$ cat src/rtl/stepper_multi_ctrl.sv
`timescale 1ns/1ps
`default_nettype none
// ============================================================================
// Module   : stepper_multi_ctrl
// Brief    : NUM_CH independent stepper channels with per-move command
//            handshake, programmable step period, full/half step and hold.
// Revision : 1.0
// ============================================================================
module stepper_multi_ctrl #(
  parameter int NUM_CH  = 2,
  parameter int PHASE_W = 6,
  parameter int DIV_W   = 16,
  parameter int CNT_W   = 16
) (
  input  logic                      clk,
  input  logic                      reset_n,
  input  logic [NUM_CH-1:0]         cmd_valid,
  output logic [NUM_CH-1:0]         cmd_ready,
  input  logic [NUM_CH*CNT_W-1:0]   cmd_steps,
  input  logic [NUM_CH*DIV_W-1:0]   cmd_period,
  input  logic [NUM_CH-1:0]         cmd_dir,
  input  logic [NUM_CH-1:0]         cmd_half,
  input  logic [NUM_CH-1:0]         cmd_hold,
  input  logic [NUM_CH-1:0]         abort,
  output logic [NUM_CH*PHASE_W-1:0] state_out,
  output logic [NUM_CH-1:0]         busy,
  output logic [NUM_CH-1:0]         done,
  output logic [NUM_CH*CNT_W-1:0]   pos
);

  localparam int IDX_N = 2 * PHASE_W;
  localparam int IDX_W = $clog2(IDX_N);

  typedef enum logic [0:0] {ST_IDLE = 1'b0, ST_RUN = 1'b1} state_t;

  // Even index drives one coil, odd index drives the two neighbouring coils.
  function automatic logic [PHASE_W-1:0] f_pattern(input logic [IDX_W-1:0] idx);
    logic [PHASE_W-1:0] p;
    int lo;
    int hi;
    lo = int'(idx) >> 1;
    hi = (lo + 1 == PHASE_W) ? 0 : lo + 1;
    for (int b = 0; b < PHASE_W; b++) begin
      p[b] = (b == lo) | (idx[0] & (b == hi));
    end
    return p;
  endfunction

  for (genvar i = 0; i < NUM_CH; i++) begin : g_ch
    state_t             r_state;
    logic               r_ready;
    logic               r_busy;
    logic               r_done;
    logic               r_dir;
    logic               r_half;
    logic               r_hold;
    logic [CNT_W-1:0]   r_remaining;
    logic [CNT_W-1:0]   r_pos;
    logic [DIV_W-1:0]   r_div;
    logic [DIV_W-1:0]   r_reload;
    logic [IDX_W-1:0]   r_idx;
    logic [PHASE_W-1:0] r_coils;
    logic [IDX_W-1:0]   w_idx_next;
    logic [CNT_W-1:0]   w_steps;
    logic [DIV_W-1:0]   w_period;
    logic [DIV_W-1:0]   w_reload_in;
    logic               w_accept;

    assign w_steps     = cmd_steps[i*CNT_W +: CNT_W];
    assign w_period    = cmd_period[i*DIV_W +: DIV_W];
    assign w_reload_in = (w_period == '0) ? '0 : w_period - 1'b1;
    assign cmd_ready[i] = r_ready & ~abort[i];
    assign w_accept     = cmd_valid[i] & cmd_ready[i];

    assign state_out[i*PHASE_W +: PHASE_W] = r_coils;
    assign pos[i*CNT_W +: CNT_W]           = r_pos;
    assign busy[i]                         = r_busy;
    assign done[i]                         = r_done;

    always_comb begin
      int n;
      n = int'(r_idx);
      if (r_dir) n = n + (r_half ? 1 : 2);
      else       n = n - (r_half ? 1 : 2);
      if (n >= IDX_N)  n = n - IDX_N;
      else if (n < 0)  n = n + IDX_N;
      w_idx_next = IDX_W'(n);
    end

    always_ff @(posedge clk) begin
      if (!reset_n) begin
        r_state     <= ST_IDLE;
        r_ready     <= 1'b0;
        r_busy      <= 1'b0;
        r_done      <= 1'b0;
        r_dir       <= 1'b0;
        r_half      <= 1'b0;
        r_hold      <= 1'b0;
        r_remaining <= '0;
        r_pos       <= '0;
        r_div       <= '0;
        r_reload    <= '0;
        r_idx       <= '0;
        r_coils     <= '0;
      end else begin
        r_done <= 1'b0;
        case (r_state)
          ST_IDLE: begin
            r_ready <= 1'b1;
            if (w_accept) begin
              r_remaining <= w_steps;
              r_dir       <= cmd_dir[i];
              r_half      <= cmd_half[i];
              r_hold      <= cmd_hold[i];
              r_div       <= w_reload_in;
              r_reload    <= w_reload_in;
              if (w_steps == '0) begin
                r_done <= 1'b1;
              end else begin
                r_state <= ST_RUN;
                r_ready <= 1'b0;
                r_busy  <= 1'b1;
                r_coils <= f_pattern(r_idx);
              end
            end
          end
          ST_RUN: begin
            if (abort[i]) begin
              r_state <= ST_IDLE;
              r_ready <= 1'b1;
              r_busy  <= 1'b0;
              r_done  <= 1'b1;
              if (!r_hold) r_coils <= '0;
            end else if (r_div == '0) begin
              r_idx       <= w_idx_next;
              r_pos       <= r_dir ? r_pos + 1'b1 : r_pos - 1'b1;
              r_remaining <= r_remaining - 1'b1;
              r_div       <= r_reload;
              r_coils     <= f_pattern(w_idx_next);
              if (r_remaining == CNT_W'(1)) begin
                r_state <= ST_IDLE;
                r_ready <= 1'b1;
                r_busy  <= 1'b0;
                r_done  <= 1'b1;
                if (!r_hold) r_coils <= '0;
              end
            end else begin
              r_div <= r_div - 1'b1;
            end
          end
          default: r_state <= ST_IDLE;
        endcase
      end
    end
  end

endmodule
`default_nettype wire
$ cat config.mk
export PLATFORM = sky130hd
export DESIGN_NAME = stepper_multi_ctrl
export DESIGN_NICKNAME = d
export VERILOG_FILES = /design/src/rtl/stepper_multi_ctrl.sv
export SDC_FILE = /design/constraint.sdc
export NUM_CORES = 1
export LEC_CHECK = 0
export CORE_MARGIN = 8
export CORE_UTILIZATION = 42
export DETAILED_ROUTE_END_ITERATION = 12
export PLACE_DENSITY_LB_ADDON = 0.1
export SYNTH_ARGS = -nofsm -noshare
export SYNTH_HDL_FRONTEND = slang
export SYNTH_SLANG_ARGS = --single-unit
export TNS_END_PERCENT = 30
$ cat constraint.sdc
create_clock -name clk -period 11.55 [get_ports clk]
set_input_delay 1.7325 -clock clk [delete_from_list [all_inputs] [get_ports clk]]
set_output_delay 1.7325 -clock clk [all_outputs]
set_load 0.02 [all_outputs]
# == Word-level counts from Yosys, hierarchy flattened ==
# Index checks and enable logic that the tools add are counted.
# totals
ff_bits,162
in_bits,76
out_inout_bits,50
elab_cells,290
# op_classes
add_sub_neg,22
n_lt_le_gt_ge,4
eq_ne,60
muxes,94
n_bitwise,56
reduce_logical,28
# ops
operator,n
$logic_not A32 Y1,8
$mux W16,16
$eq A32 B4 Y1 const B,4
$pmux W16 S2,4
$sub A16 B1 Y16 const B,8
$logic_not A16 Y1,6
$mux W6,14
$add A5 B32 Y32,2
$ge A32 B5 Y1 const B,2
$lt A32 B1 Y1 const B,2
$mux W32,2
$eq A3 B3 Y1 const A,16
$mux W1,38
$add A16 B1 Y16 const B,2
$eq A16 B1 Y1 const B,2
$eq A2 B4 Y1 const A,8
$eq A3 B4 Y1 const A,8
$mux W4,8
$and A1 B1 Y1,28
$or A1 B1 Y1,24
$pmux W6 S2,2
$add A3 B1 Y4 const B,4
$eq A1 B4 Y1 const A,4
$pmux W1 S2,8
13 further kinds,44

# == Logic depth before layout (Yosys ltp) ==
# Gate-level depths: netlist (run 1).
# depth
depth_word,17
depth_mapped,18
mapped_depth_nobuf,18

# == Worst setup path before layout (run 1) ==
# Ideal clock, no wire load.
# synth_timing
path_type,input port to output port
startpoint,input port abort[1]
endpoint,output port cmd_ready[1]
arrival_ns,2.228
slack_ns,7.589
stages,2
path_cell_list,clkbuf_1 > nor2b_1
# synth_via
elab_chain_len,2
# synth_lines
element,line,rtl
from (decl),24,"input logic [NUM_CH-1:0] abort,"
$not A1 Y1 (no line),n/a,
$and A1 B1 Y1,72,assign cmd_ready[i] = r_ready & ~abort[i];
to (decl),18,"output logic [NUM_CH-1:0] cmd_ready,"
# No other way between the ends.

# == Final worst setup path (run 1) ==
# layout_timing
startpoint,input port abort[0]
endpoint,output port cmd_ready[0]
# The elaborated chain is that of the path after synthesis.

==> run_results.csv, run 1 <==
group,metric,value,unit
die,die_w,182.3,µm
status,run_status,"finished clean",
clocking,postCtsHoldBufs,0,
power_and_ir_drop,p_switching,0.5031,mW
clocking,cts_tree,"done",
clocking,cts_setup_buffers,0,
final_layout,nNetsFinal,1756,
logic_synthesis,netlist_top_cells_count,"dfxtp_1, nand2_1, a21oi_1, nor2_1, o21ai_0",
route,drt_pass1_iterations,5,
timing,rsz0062_at_grt,"false",
route,drt_iter0_drc,797,
final_layout,stdcell_count,1960,
clocking,cts_max_level,4,
setup_path,crit_path_frequent_cell,"clkdlybuf4s50_1",
logic_synthesis,synth_area_leaders,"dfxtp_1, ha_1, a21oi_1",
clocking,insertion_delay,0.43,ns
global_routing,grt_pass1_vias,10890,
global_routing,antenna_found_initial,1,
logic_synthesis,synth_nets,1690,
route,drtAntennaViolNets,0,
final_layout,nFillCells,2744,
die,ioPinCount,126,
power_and_ir_drop,p_per_area,117.2,nW/µm²
timing,finalHoldViolCount,0,
logic_synthesis,async_flop_share,0,
global_routing,track_usage,0.2010,
global_routing,overflow,0,
power_and_ir_drop,p_sw_frac,0.3146,
power_and_ir_drop,p_int,1.096,mW
logic_synthesis,ys_warn_count,0,
setup_path,crit_arrival,3.17,ns
logic_synthesis,netlist_instances,1536,
clocking,ctsResizeCount,0,
timing,setup_tns,0,ns
timing,period_share,0.4248,
timing,finalSetupViolCount,0,
timing,fin_crit,4.906,ns
placed_design,gp_congestion,0.8959,
die,rows,61,
timing,clock_skew,0.01743,ns
final_layout,fin_area,13650,µm²
logic_synthesis,synth_top_area_share,0.2793,
logic_synthesis,ys_seq_area_frac,0.2793,
clocking,cts.clk_slew.worst_paths,0.06,ns
final_layout,post-route-util,0.4966,
logic_synthesis,yosys.cell_count.top_type,"dfxtp_1",
placed_design,dp_cells,1929,
setup_path,critPathKind,"primary input to output port",
power_and_ir_drop,power_frac_seq,0.378,
setup_path,endpoint_kind,"output port",
logic_synthesis,synth-edff-count,0,
timing,tightest_slew,1.167,ns
power_and_ir_drop,p_leak,5.003,nW
final_layout,syn2layout_area_growth,17.51,%
clocking,clock-root-buffer,"clkbuf_16",
setup_path,crit_fanout,8,
setup_path,startpoint_type,"primary input",
placed_design,placed_cell_area,13030,µm²
timing,finalMaxSlewViolations,0,
clocking,cts_sinks,162,
route,drc_errors,0,
placed_design,dp_hpwl,23770,µm
power_and_ir_drop,total_power,1.599,mW
clocking,cts_buffers,17,
route,vias,11440,
clocking,cts_buffer_depth,2,
die,die_h,182.3,µm
logic_synthesis,syn_avg_cell_area,7.560,µm²
final_layout,drive_gt1_frac,0.05328,
global_routing,grt_max_degree,86,
setup_path,max_stage_delay,0.65,ns
logic_synthesis,synth.cell_area,11610,µm²
logic_synthesis,ys_ff_latch,162,
power_and_ir_drop,ir_drop,0.08951,mV
power_and_ir_drop,clockPowerShare,0.380,
timing,max_clock_freq,0.2038,GHz
power_and_ir_drop,p_comb_frac,0.243,
logic_synthesis,synth.distinct_cells,79,
final_layout,multiInputGateArea,7785,µm²
setup_path,cp.required,9.82,ns
die,design.core.area,27480,µm²
route,routed_wirelength,33930,µm
final_layout,regArea,3244,µm²
setup_path,slowest_stage,"clkdlybuf4s50_1",
flow_run,cap_violations,0,
final_layout,n_antenna_cell,0,
route,routed_via_density,5.839,
logic_synthesis,synth_ff_type,"dfxtp_1",
route,wl_per_cell,17.31,µm
die,start_util,0.4226,
hold_path,holdCritPathClass,"flop to flop",
global_routing,grt_pass1_wl,55950,µm
logic_synthesis,synth.largest_area_cell,"dfxtp_1",
die,fp.dieArea,33230,µm²
setup_path,path_cells,"clkdlybuf4s50_1 > nor2b_1 > clkdlybuf4s50_1",
timing,slew_headroom,0.2219,
placed_design,port_buffers,125,
## placed cells by master (no fill, tap or decap), types with 14 or more instances in the layout
cell             instances
clkbuf_16               17
nand4_1                 16
o211ai_1                23
clkdlybuf4s50_1        124
buf_4                   15
o21ai_0                 90
nand3_1                 38
a21o_1                  15
nor2b_1                 15
nor2_1                 142
xnor2_1                 48
nor4_1                  31
or4_1                   17
dfxtp_1                161
nor3_1                  81
a31oi_1                 24
a211oi_1                21
xor2_1                  14
o21a_1                  16
ha_1                    72
a21oi_1                154
or3_1                   22
nand2_1                159
inv_1                   51
## per-layer routing
layer / GRT usage / share of wire / vias up
met5: 0 / 0.00038 / -
met4: 0.04231 / 0.013 / 2
met3: 0.03480 / 0.046 / 29
met2: 0.3310 / 0.46 / 273
met1: 0.2714 / 0.48 / 5378
li1: - / - / 5762
## sequential cells by signal, summed over array words and instances, names as in the netlist
register	cells
g_ch.r_state	2
g_ch.r_pos	32
g_ch.r_remaining	32
g_ch.r_idx	8
g_ch.r_reload	32
g_ch.r_half	2
g_ch.r_ready	2
g_ch.r_hold	2
g_ch.r_dir	2
g_ch.r_busy	2
g_ch.r_div	32
g_ch.r_coils	12
g_ch.r_done	2
## kinds of logic after synthesis
logic type | count (synthesis) | synth area share
simple gates | 598 | 0.2561
fa+ha+maj | 78 | 0.08792
flops | 162 | 0.2793
xor+xnor | 62 | 0.04676
buf+inv | 147 | 0.05129
compound gates | 467 | 0.2584
mux | 22 | 0.02026
## worst paths after layout
kind,startpoint,endpoint,slack [ns],cells after the start
min reg2reg,g_ch[0].r_reload[13],g_ch[0].r_reload[13],0.45,2
max,abort[0],cmd_ready[0],6.64,3
max reg2reg,g_ch[0].r_idx[1],g_ch[0].r_coils[4],7.06,14
min,g_ch[0].r_reload[13],g_ch[0].r_reload[13],0.45,2
## stage by stage
step / worst slack, ns / hold WS, ns
5_1_grt: 6.589 / 0.4815
3_3_place_gp: 6.685 / 0.4447
2_1_floorplan: 7.589 / 0.4365
6_report: 6.644 / 0.4546
4_1_cts: 6.646 / 0.4568
3_5_place_dp: 6.662 / 0.4473
## power groups by stage
stage / logic [mW] / registers, mW / clock network [mW]
after floorplan: 0.271 / 0.614 / 0
after global placement: 0.381 / 0.616 / 0
after detailed placement: 0.384 / 0.616 / 0
after CTS: 0.387 / 0.603 / 0.620
after global routing: 0.431 / 0.607 / 0.642
final: 0.389 / 0.604 / 0.607
## worst max-delay path: cells and delay by family
kind | cells | cell delay (ns)
buf+inv | 2 | 1.20
simple gates | 1 | 0.24
## area by class of cell
class                      count  share of cell area
tap                          346             0.03173
clock buffer                  21             0.03448
inverter                      54             0.01504
timing repair buffer         140             0.09958
multi-input combinational   1227              0.5705
sequential                   162              0.2378
clock inverter                10             0.01091
Power figures use the tool's default switching activity.
==> run 2, diff against run 1 <==
==> constraint.sdc (replaced) <==
create_clock -name clk -period 5.1 [get_ports clk]
set_input_delay 0.765 -clock clk [delete_from_list [all_inputs] [get_ports clk]]
set_output_delay 0.765 -clock clk [all_outputs]
set_load 0.02 [all_outputs]
==> run 2 against run 1 <==
Effect of this change: critical path depth grew 11; clock power grew 110%; clock skew shrank 0.0015 ns; register-to-register slack lost 6.3 ns; design area shrank 0.27%; die area is the same; critical path type is now flop to flop; largest cell class unchanged.
==> run_results.csv, run 2 (same netlist as run 1, synthesis figures left out) <==
group,metric,value,unit
final_layout,layout_commonest_cell,"dfxtp_1",
setup_path,startpoint_type,"flop",
timing,setup_tns,0,ns
route,routed_via_density,5.841,
global_routing,overflow,0,
clocking,insertion_delay,0.44,ns
clocking,cts_setup_buffers,0,
clocking,ctsResizeCount,0,
placed_design,port_buffers,125,
route,vias,11470,
route,drt_pass1_iterations,7,
clocking,cts_sinks,162,
final_layout,drive_gt1_frac,0.05562,
power_and_ir_drop,p_switching,1.162,mW
timing,fin_crit,4.340,ns
clocking,cts_buffers,17,
clocking,cts_tree,"done",
power_and_ir_drop,total_power,3.509,mW
timing,clock_skew,0.01593,ns
status,run_status,"finished clean",
setup_path,slowest_stage,"dfxtp_1",
clocking,cts_buffer_depth,2,
setup_path,cp.required,5.46,ns
die,rows,61,
global_routing,grt_max_degree,74,
setup_path,critPathKind,"flop to flop",
global_routing,antenna_found_initial,0,
power_and_ir_drop,p_int,2.347,mW
flow_run,cap_violations,0,
die,design.core.area,27480,µm²
final_layout,mostFrequentLayoutCells,"dfxtp_1, nand2_1, a21oi_1",
power_and_ir_drop,p_leak,4.990,nW
power_and_ir_drop,p_sw_frac,0.3312,
global_routing,track_usage,0.2029,
route,routed_wirelength,33720,µm
clocking,cts_max_level,4,
power_and_ir_drop,p_per_area,257.9,nW/µm²
setup_path,crit_arrival,4.70,ns
die,die_h,182.3,µm
timing,finalSetupViolCount,0,
timing,finalMaxSlewViolations,0,
clocking,postCtsHoldBufs,0,
setup_path,path_buf_inv,2,
die,ioPinCount,126,
die,die_w,182.3,µm
placed_design,dp_hpwl,24150,µm
final_layout,syn2layout_area_growth,17.20,%
power_and_ir_drop,power_frac_seq,0.389,
clocking,clock-root-buffer,"clkbuf_16",
timing,tightest_slew,1.210,ns
global_routing,grt_pass1_wl,56570,µm
setup_path,max_stage_delay,0.61,ns
global_routing,grt_pass1_vias,11090,
clocking,cts.clk_slew.worst_paths,0.07,ns
timing,rsz0062_at_grt,"false",
setup_path,crit_fanout,13,
power_and_ir_drop,ir_drop,0.1854,mV
route,wl_per_cell,17.17,µm
final_layout,n_antenna_cell,0,
route,drt_iter0_drc,834,
timing,period_share,0.8509,
route,drc_errors,0,
power_and_ir_drop,clockPowerShare,0.361,
route,drtAntennaViolNets,0,
setup_path,critical_path.top_delay_family,"adder cells",
setup_path,endpoint_kind,"flop",
die,fp.dieArea,33230,µm²
final_layout,nNetsFinal,1759,
setup_path,path_cells,"inv_1 > fa_1 > mux2i_1 > xnor2_1 > ha_1 > a31oi_1 > or3_1 > o211ai_1 > nor2_1 > inv_1 > ha_1 > or3_1 > a2111o_1 > a31oi_1",
hold_path,holdCritPathClass,"flop to flop",
timing,slew_headroom,0.1934,
die,start_util,0.4226,
placed_design,gp_congestion,0.8740,
timing,finalHoldViolCount,0,
power_and_ir_drop,p_comb_frac,0.249,
timing,max_clock_freq,0.2304,GHz
-- run 2: changes by cell type in the layout (fill, tap and decap cells not counted), sizes merged --
cell	change
buf	+3
clkinv	+4
clkinvlp	+1
bufinv	-2
clkbuf	-3
inv	+1
-- run 2: final timing paths --
kind                              from              endpoint  slack [ns]  depth (start not counted)
setup / recovery      g_ch[0].r_idx[1]    g_ch[0].r_coils[4]        0.76                         14
hold / removal    g_ch[0].r_reload[11]  g_ch[0].r_reload[11]        0.46                          2
setup reg to reg      g_ch[0].r_idx[1]    g_ch[0].r_coils[4]        0.76                         14
hold reg to reg   g_ch[0].r_reload[11]  g_ch[0].r_reload[11]        0.46                          2
-- run 2: final cells by class --
cell class / count / area (µm²)
Fill cell: 2778 / 13870
Multi-Input combinational cell: 1227 / 7785
Sequential cell: 162 / 3244
Timing Repair Buffer: 143 / 1381
Tap cell: 346 / 432.9
Clock buffer: 18 / 429.2
Inverter: 54 / 205.2
Clock inverter: 14 / 131.4
-- run 2: power groups by stage --
stage          Sequential [mW]  Combinational [mW]  Clock, mW
5_1_grt                   1.37               0.977       1.34
4_1_cts                   1.37               0.874       1.29
2_1_floorplan             1.39               0.615          0
3_3_place_gp              1.39               0.862          0
3_5_place_dp              1.39               0.869          0
6_report                  1.37               0.875       1.27
-- run 2: metal layers --
| layer | vias to the layer above | part of all wire | GRT usage |
|---|---|---|---|
| met4 | 0 | 0.014 | 0.04624 |
| met5 | - | 0 | 0 |
| met1 | 5373 | 0.49 | 0.2690 |
| met2 | 264 | 0.45 | 0.3355 |
| li1 | 5796 | - | - |
| met3 | 39 | 0.044 | 0.03957 |
-- run 2: worst min-delay path: cells and delay by family, from the launching register on --
| family | cells | cell delay (ns) |
|---|---|---|
| and+or+nand+nor | 1 | 0.05 |
| AOI/OAI and AO/OA | 1 | 0.05 |
| DFF | 1 | 0.31 |
-- run 2: through the flow --
step                      cell area, µm²  hold WS [ns]  setup slack (ns)    util  instances
after CTS                          13610        0.4571            0.7783  0.4953       1964
after global placement             13050        0.4441            0.9325  0.4749       1932
after detailed placement           13050        0.4467            0.8146  0.4749       1932
after floorplan                    11610        0.4365             1.215       -       1536
after global routing               13610        0.4850            0.4280  0.4953       1964
final                              13610        0.4570            0.7603  0.4953       1964
==> run 3, diff against run 2 <==
--- a/config.mk
+++ b/config.mk
@@ -5,6 +5,7 @@
 export SDC_FILE = /design/constraint.sdc
 export NUM_CORES = 1
 export LEC_CHECK = 0
+export CAP_MARGIN = 20
 export CORE_MARGIN = 8
 export CORE_UTILIZATION = 42
 export DETAILED_ROUTE_END_ITERATION = 12
==> run 3 against run 2 <==
Effect of this change: cell count is essentially flat; sequential power is essentially flat; clock skew grew 0.0027 ns; design area is essentially flat; routed wire length is essentially flat; global-route usage is the same; clock power is essentially flat; utilization is essentially flat; non-clock buffer count grew 1; critical path type unchanged; largest power group unchanged; highest routed layer unchanged.
==> run_results.csv, run 3 (same netlist as run 1, synthesis figures left out) <==
group,metric,value,unit
power_and_ir_drop,p_per_area,257.4,nW/µm²
setup_path,crit_arrival,4.71,ns
timing,setup_tns,0,ns
power_and_ir_drop,clockPowerShare,0.361,
setup_path,critical_path.top_delay_family,"adder cells",
global_routing,overflow,0,
setup_path,startpoint_type,"flop",
placed_design,placed_cell_area,13050,µm²
clocking,ctsResizeCount,0,
timing,setup_slack,0.7491,ns
power_and_ir_drop,p_sw_frac,0.3303,
final_layout,layout_commonest_cell,"dfxtp_1",
route,routed_wirelength,33710,µm
setup_path,path_cells,"inv_1 > fa_1 > mux2i_1 > xnor2_1 > ha_1 > a31oi_1 > or3_1 > o211ai_1 > nor2_1 > inv_1 > ha_1 > or3_1 > a2111o_1 > a31oi_1",
timing,tightest_slew,0.9855,ns
setup_path,cp.required,5.46,ns
global_routing,grt_pass1_wl,56570,µm
route,drc_errors,0,
final_layout,fin_area,13620,µm²
die,die_h,182.3,µm
timing,finalHoldViolCount,0,
timing,clock_skew,0.01865,ns
setup_path,reg2reg_setup_slack,0.75,ns
setup_path,rr_endpoint,"g_ch[0].r_coils[4]",
global_routing,grt_max_degree,74,
die,ioPinCount,126,
timing,slew_headroom,0.3369,
clocking,insertion_delay,0.44,ns
placed_design,pre_cts_slack,0.8146,ns
setup_path,slowest_stage,"dfxtp_1",
timing,finalSetupViolCount,0,
final_layout,syn2layout_area_growth,17.26,%
placed_design,gp_congestion,0.8740,
route,drt_iter0_drc,834,
clocking,clock-root-buffer,"clkbuf_16",
setup_path,crit_fanout,13,
die,die_w,182.3,µm
timing,max_clock_freq,0.2298,GHz
timing,finalMaxSlewViolations,0,
timing,whs,0.4564,ns
die,design.core.area,27480,µm²
power_and_ir_drop,p_switching,1.158,mW
final_layout,nNetsFinal,1760,
clocking,cts_setup_buffers,0,
status,run_status,"finished clean",
final_layout,mostFrequentLayoutCells,"dfxtp_1, nand2_1, a21oi_1",
placed_design,port_buffers,125,
route,drtAntennaViolNets,0,
setup_path,max_stage_delay,0.61,ns
global_routing,track_usage,0.2029,
setup_path,r2r-start,"g_ch[0].r_idx[1]",
route,routed_via_density,5.834,
route,vias,11460,
global_routing,grt_pass1_vias,11090,
power_and_ir_drop,power_frac_seq,0.390,
clocking,cts_sinks,162,
final_layout,n_antenna_cell,0,
hold_path,hold_path_depth,2,
global_routing,antenna_found_initial,0,
clocking,cts_tree,"done",
route,wl_per_cell,17.16,µm
timing,rsz0062_at_grt,"false",
hold_path,hold_end,"g_ch[0].r_reload[11]",
hold_path,holdCritStartpoint,"g_ch[0].r_reload[11]",
setup_path,critPathKind,"flop to flop",
clocking,cts_max_level,4,
power_and_ir_drop,p_comb_frac,0.250,
clocking,cts_buffer_depth,2,
final_layout,nFillCells,2779,
power_and_ir_drop,p_int,2.348,mW
setup_path,path_buf_inv,2,
route,drt_pass1_iterations,7,
placed_design,dp_hpwl,24150,µm
die,fp.dieArea,33230,µm²
setup_path,reg2reg_depth,14,
flow_run,cap_violations,0,
power_and_ir_drop,p_leak,4.994,nW
timing,period_share,0.8531,
timing,fin_crit,4.351,ns
power_and_ir_drop,ir_drop,0.1840,mV
setup_path,endpoint_kind,"flop",
hold_path,holdCritPathClass,"flop to flop",
clocking,cts_buffers,17,
die,start_util,0.4226,
clocking,cts.clk_slew.worst_paths,0.07,ns
die,rows,61,
clocking,postCtsHoldBufs,0,
final_layout,drive_gt1_frac,0.05621,
## run 3: how the worst max path moves through the flow
stage / start / end / slack, ns / cells after the start
after global placement: g_ch[0].r_idx[1] / g_ch[0].r_coils[4] / 0.93 / 14
after detailed placement: g_ch[0].r_idx[1] / g_ch[0].r_coils[4] / 0.81 / 14
after floorplan: g_ch[0].r_idx[1] / g_ch[0].r_coils[4] / 1.22 / 14
final: g_ch[0].r_idx[1] / g_ch[0].r_coils[4] / 0.75 / 14
after global routing: g_ch[0].r_idx[1] / g_ch[0].r_coils[4] / 0.43 / 14
after CTS: g_ch[0].r_idx[1] / g_ch[0].r_coils[4] / 0.78 / 14
## run 3: final cells by class
class / instances / area (µm²) / share of cell area
multi-input combinational: 1227 / 7785 / 0.5717
sequential: 162 / 3244 / 0.2383
timing repair buffer: 144 / 1389 / 0.1020
tap: 346 / 432.9 / 0.03179
clock buffer: 18 / 429.2 / 0.03152
inverter: 54 / 205.2 / 0.01507
clock inverter: 14 / 131.4 / 0.009648
## run 3: per-stage QoR
stage | instances | utilization | power (mW)
5_1_grt | 1965 | 0.4956 | 3.694
3_3_place_gp | 1932 | 0.4749 | 2.256
6_report | 1965 | 0.4956 | 3.506
4_1_cts | 1964 | 0.4953 | 3.532
2_1_floorplan | 1536 | - | 2.006
3_5_place_dp | 1932 | 0.4749 | 2.263
## run 3: power by group through the flow
stage               logic (mW)  registers (mW)  clock network [mW]
finish                   0.875            1.37                1.26
global route             0.977            1.37                1.34
CTS                      0.874            1.37                1.29
detailed placement       0.869            1.39                   0
global placement         0.862            1.39                   0
floorplan                0.615            1.39                   0
## run 3: worst register-to-register path: cells and delay by family (launching register included)
family	cells	cell delay, ns
AOI/OAI and AO/OA	4	0.84
xor gates and xnor gates	1	0.11
adders and majority gates	3	1.10
buffers and inverters	2	0.33
DFF	1	0.61
muxes	1	0.24
and+or+nand+nor	3	1.06
## run 3: routing by layer
layer,share of wire,wire (µm),GRT usage,vias to the layer above
met4,0.013,439,0.04624,0
met3,0.044,1499,0.03957,34
met5,0,0,0,-
li1,-,-,-,5797
met2,0.46,15450,0.3355,260
met1,0.48,16320,0.2690,5373
==> edit 1 (config.mk and constraints of run 2) <==
Change the parameter `NUM_CH` from 2 to 4.
--- a/src/rtl/stepper_multi_ctrl.sv
+++ b/src/rtl/stepper_multi_ctrl.sv
@@ -8,5 +8,5 @@
 // ============================================================================
 module stepper_multi_ctrl #(
-  parameter int NUM_CH  = 2,
+  parameter int NUM_CH  = 4,
   parameter int PHASE_W = 6,
   parameter int DIV_W   = 16,
Ports: changed (12 resized); port bits go from 126 to 250. The function was not compared with the original's and may differ.
==> edit 1 against run 2 <==
Routed wire length rose by 94%; final area grew 95%; global-route usage is 0.58 points higher; area after synthesis up 91%; critical path type unchanged; sequential share of layout area grew 0.63 points; power is 120% higher; setup slack worse by 0.16 ns; clock skew decreased by 0.0036 ns; sequential cell count rose by 162.
==> edit 1: results (changes against run 2) <==
* Routed WL at 65,560 um (was 33,720 um)
* Placed insts at 3,758 (was 1,932)
* Max_slew headroom at 0.1735 (was 0.1934)
* Worst vdd ir at 237.0 uV (was 185.4 uV)
* Switching share of power at 0.3020 (was 0.3312)
* DR pass1 iterations at 5 (was 7)
* Critical Path AT at 4.98 ns (was 4.70 ns)
* Syn. warnings at 0 (unchanged)
* Skew-Pair Late Insertion Delay at 0.56 ns (was 0.44 ns)
* Setup crit end kind: flip-flop (unchanged)
* Hpwl dp at 46,180 um (was 24,150 um)
* Status: finished, final reports clean (unchanged)
* Mapped Nets at 3,268 (was 1,690)
* Worst flop-to-flop path startpoint: g_ch[3].r_dir$_SDFFE_PN0P_ (was g_ch[0].r_idx[1]$_SDFFE_PN0P_)
* Top cells by area, synth: dfxtp_1 (29%), ha_1 (8.1%), a21oi_1 (7.1%) (was dfxtp_1 (28%), ha_1 (7.8%), a21oi_1 (6.7%))
* Syn avg cell area at 7.474 um^2 (was 7.560 um^2)
* Largest net degree at the start of global routing at 129 (was 74)
* Top cells by count, synth: nor2_1 (360), nand2_1 (345), dfxtp_1 (324), a21oi_1 (315), o21ai_0 (182) (was dfxtp_1 (162), nand2_1 (159), a21oi_1 (155), nor2_1 (143), o21ai_0 (90))
* Pre-CTS setup slack at 0.6374 ns (was 0.8146 ns)
* Gpl congestion at 0.8463 (was 0.8740)
* Initial DRC Count at 1,520 (was 834)
* P_leak at 9.969 nW (was 4.990 nW)
* Vias in the first global route at 20.61k (was 11.09k)
* Slowest CP cell: o32ai_1 (was dfxtp_1)
* Avg WL per Cell at 17.10 um (was 17.17 um)
* Final net count at 3,420 (was 1,759)
* Port bufs at 249 (was 125)
* R2R Path End: g_ch[3].r_coils[5]$_SDFFE_PN0P_ (was g_ch[0].r_coils[4]$_SDFFE_PN0P_)
* Reg2Reg Depth at 13 (was 14)
* Ratio of cells with drive above 1 in the final layout at 0.04990 (was 0.05562)
* Setup slack, reg-to-reg at 0.60 ns (was 0.76 ns)
* Worst Hold End: g_ch[1].r_reload[10]$_SDFFE_PN0P_ (was g_ch[0].r_reload[11]$_SDFFE_PN0P_)
* CP delay by family, top: compound AO/OA/AOI/OAI gates (was adder cells)
* Critical Path Fanout Max at 17 (was 13)
* Unique masters post-synth at 92 (was 79)
* Initial antenna violation count at 3 (was 0)
* Min-Delay Path Depth at 2 (unchanged)
* First-pass GRT wire length at 106,900 um (was 56,570 um)
* Register area share after synthesis at 0.2930 (was 0.2793)
* Gr usage total at 0.2087 (was 0.2029)
* Hold_sp: g_ch[1].r_reload[10]$_SDFFE_PN0P_ (was g_ch[0].r_reload[11]$_SDFFE_PN0P_)
* Via density per instance at 5.677 (was 5.841)
* WHS at 0.4541 ns (was 0.4570 ns)
* Final Skew at 0.01235 ns (was 0.01593 ns)
* Clock Tree Buf Depth at 3 (was 2)
* TritonCTS buffer count at 42 (was 17)
* CTS H-tree lvls at 2 (was 4)
## edit 1: changes by cell type in the layout (fill, tap and decap cells not counted), moves of 50 or more
cell / change
a211oi_1: +51
a21oi_1: +161
clkdlybuf4s50_1: +124
dfxtp_1: +159
ha_1: +72
nand2_1: +186
nor2_1: +218
nor3_1: +50
o21ai_0: +92
## edit 1: routing by layer
| metal | track usage | vias up | share of wire |
|---|---|---|---|
| met1 | 0.2791 | 10180 | 0.47 |
| li1 | - | 10970 | - |
| met3 | 0.03823 | 88 | 0.061 |
| met2 | 0.3435 | 525 | 0.46 |
| met5 | 0 | - | 0.00034 |
| met4 | 0.05314 | 4 | 0.018 |
## edit 1: area by class of cell
class / count / area, um^2
Sequential cell: 324 / 6491
Tap cell: 688 / 860.8
Inverter: 99 / 379.1
Clock inverter: 13 / 192.7
Clock buffer: 63 / 1294
Fill cell: 5069 / 25810
Antenna cell: 1 / 2.502
Timing Repair Buffer: 280 / 2723
Multi-Input combinational cell: 2367 / 14580
## edit 1: cells by family (layout without fill, tap and decap cells)
group / Yosys count / in the layout / synth area share
compound gates: 879 / 879 / 0.2473
xor+xnor: 146 / 146 / 0.05776
fa+ha+maj: 156 / 156 / 0.09224
buf+inv: 271 / 455 / 0.04866
flops: 324 / 324 / 0.2930
mux: 30 / 30 / 0.01396
other cells: 0 / 1 / 0
simple gates: 1156 / 1156 / 0.2471
## edit 1: power groups by stage
stage,Combinational (W),Sequential (W),Clock (W)
6_report,0.00173,0.00276,0.00319
5_1_grt,0.00193,0.00278,0.00339
4_1_cts,0.00172,0.00276,0.00329
3_5_place_dp,0.00171,0.00282,0
3_3_place_gp,0.00169,0.00281,0
2_1_floorplan,0.00120,0.00281,0
## edit 1: metrics by stage
step / util / cell area (um^2)
after floorplan: - / 22140
after global placement: 0.4784 / 25040
after detailed placement: 0.4784 / 25040
after CTS: 0.5068 / 26520
after global routing: 0.5068 / 26520
final: 0.5068 / 26530
## edit 1: worst max path at each step
stage | start | end | slack, ns
final | g_ch[3].r_dir$_SDFFE_PN0P_ | g_ch[3].r_coils[5]$_SDFFE_PN0P_ | 0.60
after global routing | g_ch[0].r_half$_SDFFE_PN0P_ | g_ch[0].r_coils[2]$_SDFFE_PN0P_ | 0.26
after CTS | g_ch[3].r_dir$_SDFFE_PN0P_ | g_ch[3].r_coils[4]$_SDFFE_PN0P_ | 0.64
after detailed placement | g_ch[3].r_dir$_SDFFE_PN0P_ | g_ch[3].r_coils[4]$_SDFFE_PN0P_ | 0.64
after global placement | g_ch[3].r_dir$_SDFFE_PN0P_ | g_ch[3].r_coils[4]$_SDFFE_PN0P_ | 0.97
after floorplan | g_ch[1].r_half$_SDFFE_PN0P_ | g_ch[1].r_coils[5]$_SDFFE_PN0P_ | 1.08
==> edit 2 (config.mk and constraints of run 2) <==
Without the edit above. Reset style: asynchronous (`reset_n`), changed in one clocked block.
--- a/src/rtl/stepper_multi_ctrl.sv
+++ b/src/rtl/stepper_multi_ctrl.sv
@@ -88,5 +88,5 @@
     end
 
-    always_ff @(posedge clk) begin
+    always_ff @(posedge clk or negedge reset_n) begin
       if (!reset_n) begin
         r_state     <= ST_IDLE;
Function: not settled (the Yosys comparison gave no result); the edit may change what the design does.
==> edit 2 against run 2 <==
Sequential cell count stayed put; global-route usage decreased by 1.5 points; setup slack worse by 0.18 ns; via count fell by 10%; routed wire length shrank 9.4%; first-iteration DRC count is 10% lower; area after synthesis down 2.1%; final area down 0.89%; critical path depth rose by 3; cell count shrank 7.4%; critical path type unchanged; critical endpoint is now g_ch[0].r_coils[4]$_DFFE_PN0P_; largest cell class unchanged.
Power is not compared: it rests on default switching activity, and its combinational part moved more than twofold at a synthesized area within 25%.
==> edit 2: results (changes against run 2) <==
* Pre-CTS setup slack at 0.7170 ns (was 0.8146 ns)
* Final net count at 1,619 (was 1,759)
* Register area share after synthesis at 0.3565 (was 0.2793)
* Initial DRC Count at 751 (was 834)
* Via count at 10.27k (was 11.47k)
* First-pass GRT wire length at 51,360 um (was 56,570 um)
* DR pass1 iterations at 5 (was 7)
* Avg WL per Cell at 16.80 um (was 17.17 um)
* Reg2Reg Depth at 17 (was 14)
* Worst Hold Class: in -> async (was reg -> reg)
* Top cells by area, synth: dfrtp_1 (36%), ha_1 (7.9%), o21ai_0 (6.6%) (was dfxtp_1 (28%), ha_1 (7.8%), a21oi_1 (6.7%))
* Max_slew headroom at 0.4364 (was 0.1934)
* Setup crit end: g_ch[0].r_coils[4]$_DFFE_PN0P_ (was g_ch[0].r_coils[4]$_SDFFE_PN0P_)
* Hpwl dp at 21,790 um (was 24,150 um)
* Status: finished, final reports clean (unchanged)
* Setup slack, reg-to-reg at 0.58 ns (was 0.76 ns)
* Fillcell total at 2,575 (was 2,778)
* Gpl congestion at 0.8334 (was 0.8740)
* Share of the synthesized area in the top cell type at 0.3565 (was 0.2793)
* Cell area after placement at 12,910 um^2 (was 13,050 um^2)
* Post-layout util at 0.5033 (was 0.4953)
* Initial antenna violation count at 1 (was 0)
* Unique masters post-synth at 68 (was 79)
* Slowest CP cell: a21oi_1 (was dfxtp_1)
* Async S/R FF share, synth at 1.000 (was 0)
* R2R Path End: g_ch[0].r_coils[4]$_DFFE_PN0P_ (was g_ch[0].r_coils[4]$_SDFFE_PN0P_)
* Tcrit/Tclk final at 0.8861 (was 0.8509)
* Placed insts at 1,787 (was 1,932)
* Mapped Nets at 1,521 (was 1,690)
* Vias in the first global route at 10.04k (was 11.09k)
## edit 2: final cells by class
cell class | instances | area share
clock buffer | 19 | 0.03284
clock inverter | 12 | 0.009926
inverter | 40 | 0.01113
multi-input combinational | 1104 | 0.5118
sequential | 162 | 0.3006
tap | 341 | 0.03163
timing repair buffer | 140 | 0.1021
## edit 2: metal layers
metal  vias up  global-route usage  routed length [um]
met3        29             0.04012                1140
met5         -                   0                  13
met2       186              0.3150               14570
met4         2             0.04266                 347
li1       5170                   -                   -
met1      4882              0.2458               14460
## edit 2: logic make-up (layout without fill, tap and decap cells)
logic type	after synthesis	after routing	synth area share
and+or+nand+nor	498	498	0.2096
AOI/OAI and AO/OA	435	435	0.2328
adders and majority gates	78	78	0.08978
xor gates and xnor gates	74	74	0.05699
buffers and inverters	101	211	0.03675
muxes	19	19	0.01760
DFF	162	162	0.3565
